**config.mk**
```make
export PLATFORM = sky130hd
export DESIGN_NAME = pipe_stage_reg
export DESIGN_NICKNAME = d
export VERILOG_FILES = /design/src/rtl/pipe_stage_reg.sv
export SDC_FILE = /design/constraint.sdc
export NUM_CORES = 1
export LEC_CHECK = 0
export CAP_MARGIN = 20
export CELL_PAD_IN_SITES_DETAIL_PLACEMENT = 1
export CELL_PAD_IN_SITES_GLOBAL_PLACEMENT = 1
export CORE_UTILIZATION = 36
export CTS_CLUSTER_SIZE = 30
export DETAILED_ROUTE_END_ITERATION = 10
export GPL_TIMING_DRIVEN = 0
export PLACE_DENSITY = 0.75
export SLEW_MARGIN = 20
export SYNTH_ARGS = -nofsm -noshare
export SYNTH_HDL_FRONTEND = slang
export SYNTH_SLANG_ARGS = --single-unit
export TNS_END_PERCENT = 5
```
**constraint.sdc**
```tcl
create_clock -name clk -period 1.7 [get_ports clk]
set_clock_uncertainty 0.1 [all_clocks]
set_input_delay 0.51 -clock clk [delete_from_list [all_inputs] [get_ports clk]]
set_output_delay 0.51 -clock clk [all_outputs]
set_load 0.02 [all_outputs]
```
**src/rtl/pipe_stage_reg.sv**
```systemverilog
// Parametrised pipeline stage register: valid/ready handshake, optional skid entry,
// synchronous flush. Control payload is zeroed whenever the stage empties.
//
// state     | meaning
// ----------+-----------------------------------------------------------
// ST_EMPTY  | no valid entry, out_valid=0, out_ctrl=0
// ST_FULL1  | main entry M valid and driving out_*
// ST_FULL2  | M and skid entry S valid, in_ready=0 (SKID=1 only)
module pipe_stage_reg #(
  parameter int DATA_W = 32,
  parameter int CTRL_W = 4,
  parameter bit SKID   = 1'b1
) (
  input  logic              clk,
  input  logic              reset_n,
  input  logic              flush,
  input  logic              in_valid,
  output logic              in_ready,
  input  logic [DATA_W-1:0] in_data,
  input  logic [CTRL_W-1:0] in_ctrl,
  output logic              out_valid,
  input  logic              out_ready,
  output logic [DATA_W-1:0] out_data,
  output logic [CTRL_W-1:0] out_ctrl,
  output logic [1:0]        occupancy
);

  typedef enum logic [1:0] {
    ST_EMPTY = 2'd0,
    ST_FULL1 = 2'd1,
    ST_FULL2 = 2'd2
  } state_t;

  state_t            state_q, state_d;
  logic [DATA_W-1:0] m_data, s_data;
  logic [CTRL_W-1:0] m_ctrl, s_ctrl;
  logic              accept, drain;
  logic              ld_m_in, ld_m_s, ld_s, clr_ctrl;

  assign out_valid = (state_q != ST_EMPTY);
  assign out_data  = m_data;
  assign out_ctrl  = m_ctrl;

  // With a skid entry in_ready is a pure state decode, so out_ready never reaches it.
  assign in_ready  = SKID ? (state_q != ST_FULL2) : (!out_valid || out_ready);

  assign accept    = in_valid && in_ready;
  assign drain     = out_valid && out_ready;

  always_ff @(posedge clk or negedge reset_n) begin
    if (!reset_n) state_q <= ST_EMPTY;
    else          state_q <= state_d;
  end

  always_comb begin
    state_d  = state_q;
    ld_m_in  = 1'b0;
    ld_m_s   = 1'b0;
    ld_s     = 1'b0;
    clr_ctrl = 1'b0;
    if (flush) begin
      state_d  = ST_EMPTY;
      clr_ctrl = 1'b1;
    end else begin
      case (state_q)
        ST_EMPTY: begin
          if (accept) begin
            state_d = ST_FULL1;
            ld_m_in = 1'b1;
          end
        end
        ST_FULL1: begin
          if (accept && drain) begin
            ld_m_in = 1'b1;
          end else if (accept && SKID) begin
            state_d = ST_FULL2;
            ld_s    = 1'b1;
          end else if (drain) begin
            state_d  = ST_EMPTY;
            clr_ctrl = 1'b1;
          end
        end
        ST_FULL2: begin
          if (drain) begin
            state_d = ST_FULL1;
            ld_m_s  = 1'b1;
          end
        end
        default: begin
          state_d  = ST_EMPTY;
          clr_ctrl = 1'b1;
        end
      endcase
    end
  end

  // Data is left stale on empty; only ctrl is cleared so a bubble cannot write state.
  always_ff @(posedge clk or negedge reset_n) begin
    if (!reset_n) begin
      m_data <= '0;
      m_ctrl <= '0;
      s_data <= '0;
      s_ctrl <= '0;
    end else begin
      if (ld_m_in) begin
        m_data <= in_data;
        m_ctrl <= in_ctrl;
      end else if (ld_m_s) begin
        m_data <= s_data;
        m_ctrl <= s_ctrl;
      end else if (clr_ctrl) begin
        m_ctrl <= '0;
      end
      if (ld_s) begin
        s_data <= in_data;
        s_ctrl <= in_ctrl;
      end
    end
  end

  always_comb begin
    occupancy = 2'd0;
    case (state_q)
      ST_FULL1: occupancy = 2'd1;
      ST_FULL2: occupancy = 2'd2;
      default:  occupancy = 2'd0;
    endcase
  end

endmodule

```
==> impl_metrics.py <==
metrics = {
    "sta": {
        "setup_violations": 74,
        "min_period_over_period_pct": 108.7,
        "drv_slew": 0,
        "setup_tns_ns": -5.160,
        "fmax_mhz": 541.4,
        "hold_violations": 0,
        "worst-slew-pin-transition_ns": 0.4126,
        "fin_crit_ns": 1.847,
        "slew_headroom_pct": 72.33,
        "worst_slack_ns": -0.1471,
        "rsz0062_at_grt": "yes",
    },
    "grt": {
        "antenna_found_initial": 0,
        "grt_pass1_vias": 2501,
        "grt_start_max_net_pins": 48,
        "gr-total-overflow": 0,
        "track_usage_pct": 18.42,
        "grt_pass1_wl_mm": 13.63,
    },
    "die": {
        "io_pins": 81,
        "core_sq_um": 8806,
        "num_rows": 34,
        "die_w_um": 97.92,
        "initial_core_util_pct": 37.61,
        "die_h_um": 97.92,
        "dieArea_sq_um": 9587,
    },
    "yosys": {
        "ys_warn_count": 0,
        "synth_area_sq_um": 3312,
        "syn-instance-count": 218,
        "yosysSeqAreaShare_pct": 55.91,
        "synth_fa_ha_area_share_pct": 0,
        "yosys.area_share.simple_pct": 10.24,
        "synth_top_family_by_area": "multiplexers",
        "synth_compound_area_share_pct": 11.94,
        "synth-xor-area-share_pct": 0.2645,
        "ys_ff_latch": 74,
        "syn_nets": 259,
        "avgSynthCellArea_sq_um": 15.19,
        "synth_cell_type_count": 25,
        "synthMuxAreaShare_pct": 15.64,
    },
    "cells_and_area": {
        "drive_above_1_share_pct": 33.94,
        "final_cell_mix": "72 x dfrtp_1, 36 x a221o_1, 36 x clkdlybuf4s50_1",
        "nNetsFinal": 363,
        "nFillCells": 870,
        "finish.utilization_pct": 52.98,
        "final_common_cell": "dfrtp_1",
        "area_delta_synth_final_pct": 40.88,
        "antenna_cells": 0,
        "multi_input_area_sq_um": 1286,
        "regArea_sq_um": 1854,
    },
    "drt": {
        "drt_wl_total_mm": 8.260,
        "route.detailed.drc": 6,
        "vias_per_cell": 5.175,
        "via_count": 2251,
        "wl_per_cell_um": 18.99,
        "drtIter0Drc": 71,
        "ant_nets": 0,
        "drt_pre_antenna_iters": 7,
    },
    "clock_tree": {
        "numCtsBuffers": 9,
        "cts_tree": "yes",
        "cts.sinks": 74,
        "path_clk_slew_ns": 0.08,
        "clockBufferDepth": 2,
        "cts_root_buffer": "clkbuf_8",
        "htreeDepth": 3,
        "clk_latency_ns": 0.34,
    },
    "placement": {
        "preCtsSetupSlack_ns": -0.7008,
        "place_hpwl_mm": 5.487,
        "numPortBuffers": 80,
        "routabilityCongestion": 0.7206,
    },
    "worst_hold_path": {
        "hold_path_end": "s_data[29]$_DFFE_PN0P_",
        "hp-class": "reg2reg",
        "min_from": "s_data[29]$_DFFE_PN0P_",
        "hold_depth": 1,
    },
    "setup_path": {
        "slowest_stage": "dfrtp_2",
        "cp_cell_sequence": "or2b_1 -> inv_2 -> buf_6",
        "endpoint_kind": "output pin",
        "crit_type": "reg2out",
        "r2r_setup_slack_ns": -0.12,
        "startpoint_type": "register",
        "rr_startpoint": "state_q[1]$_DFFE_PN0P_",
        "arrival_ns": 1.24,
        "rr_endpoint": "s_data[16]$_DFFE_PN0P_",
        "reg2regPathDepth": 6,
        "cpPeakStageDelay_ns": 0.44,
        "required_ns": 1.09,
        "cp_max_fo": 4,
    },
    "power": {
        "power.leakage_nw": 2.203,
        "p_per_area_nw_per_um2": 1101,
        "vdd_drop_max_mv": 0.5504,
    },
    "job": {
        "cap_violations": 0,
    },
    "outcome": {
        "status": "finished with violations",
        "failed_checks": "design-rule violations, negative setup slack",
    },
}
## worst max-delay path by stage
stage / startpoint / to / slack (ns) / cells after the start
after floorplan: out_ready / s_ctrl[2]$_DFFE_PN0P_ / 0.007 / 5
final: state_q[0]$_DFFE_PN0P_ / occupancy[1] / -0.15 / 3
after global placement: reset_n / s_data[2]$_DFFE_PN0P_ / -2.58 / 1
after CTS: state_q[1]$_DFFE_PN0P_ / occupancy[1] / -0.19 / 4
after detailed placement: flush / out_data[3]$_DFFE_PN0P_ / -0.70 / 6
after global routing: state_q[0]$_DFFE_PN0P_ / occupancy[1] / -0.21 / 3
## worst max-delay path, delay by kind of cell, from the launching register on
family	cells	cell delay [ns]
DFF	1	0.44
buffers and inverters	2	0.18
and+or+nand+nor	1	0.27
## synthesized netlist by cell type, drive strengths merged
master,count,area share [%]
o31ai,1,0.23
buf,16,5.9
inv,1,0.11
and2,37,7.0
and2b,2,0.53
or2b,1,0.23
or3,1,0.23
a31oi,1,0.19
nor3b,1,0.57
nor3,1,0.15
xnor2,1,0.26
nand2b,2,0.53
nand2,2,0.23
a21oi,2,0.64
or2,1,0.19
dfrtp,74,56
or4,1,0.23
mux2,36,16
a221o,36,11
and4bb,1,0.38
## power by group
part | leakage, nW | internal, mW | total (mW) | switching, mW
clock | 0.117 | 0.981 | 1.66 | 0.681
sequential | 0.917 | 2.12 | 2.33 | 0.208
combinational | 1.17 | 0.674 | 1.15 | 0.472
## kinds of logic (layout without fill, tap and decap cells)
kind of cell / Yosys count / in the layout
DFF: 74 / 74
AOI/OAI and AO/OA: 40 / 40
muxes: 36 / 36
xor gates and xnor gates: 1 / 1
and+or+nand+nor: 50 / 50
buffers and inverters: 17 / 126
## area by class of cell
cell class / count / share of cell area (%)
flip-flops and latches: 74 / 39.74
multi-input cells: 127 / 27.57
repair buffers: 94 / 19.82
plain buffers: 15 / 4.693
well taps: 108 / 2.896
clock buffers: 10 / 2.735
clock inverters: 6 / 2.467
inverters: 1 / 0.08045
## routing by layer
metal  vias to the layer above  routed length (um)  global-route usage [%]
met1                      1169                3665                   23.77
met2                        57                4185                   30.88
met4                         0                  66                   3.846
met3                         8                 342                   5.154
met5                         -                   0                       0
li1                       1017                   -                       -
## state kept, by name, summed over array words and instances, names as in the netlist
signal and cells:
s_data 32, out_ctrl 4, out_data 32, state_q 2
s_ctrl 4
## metrics by stage
step,cells,total power [mW],cell area [sq um],hold slack (ns)
after floorplan,218,2.984,3312,0.1144
after global placement,406,3.488,4248,0.3800
after detailed placement,407,3.555,4273,0.3644
after CTS,430,5.180,4589,0.4053
after global routing,435,5.382,4666,0.4185
final,435,5.137,4666,0.4006
## what timing repair did
action                                  4_1_cts  5_1_grt
hold buffers                                  1        0
endpoints found under the hold margin        27        0
pin swaps                                     4        6
gates cloned                                  1        2
buffers inserted                              5        4
gates resized for setup                      86       45
endpoints found under the setup margin      112      107
(Power assumes the default switching activity.)
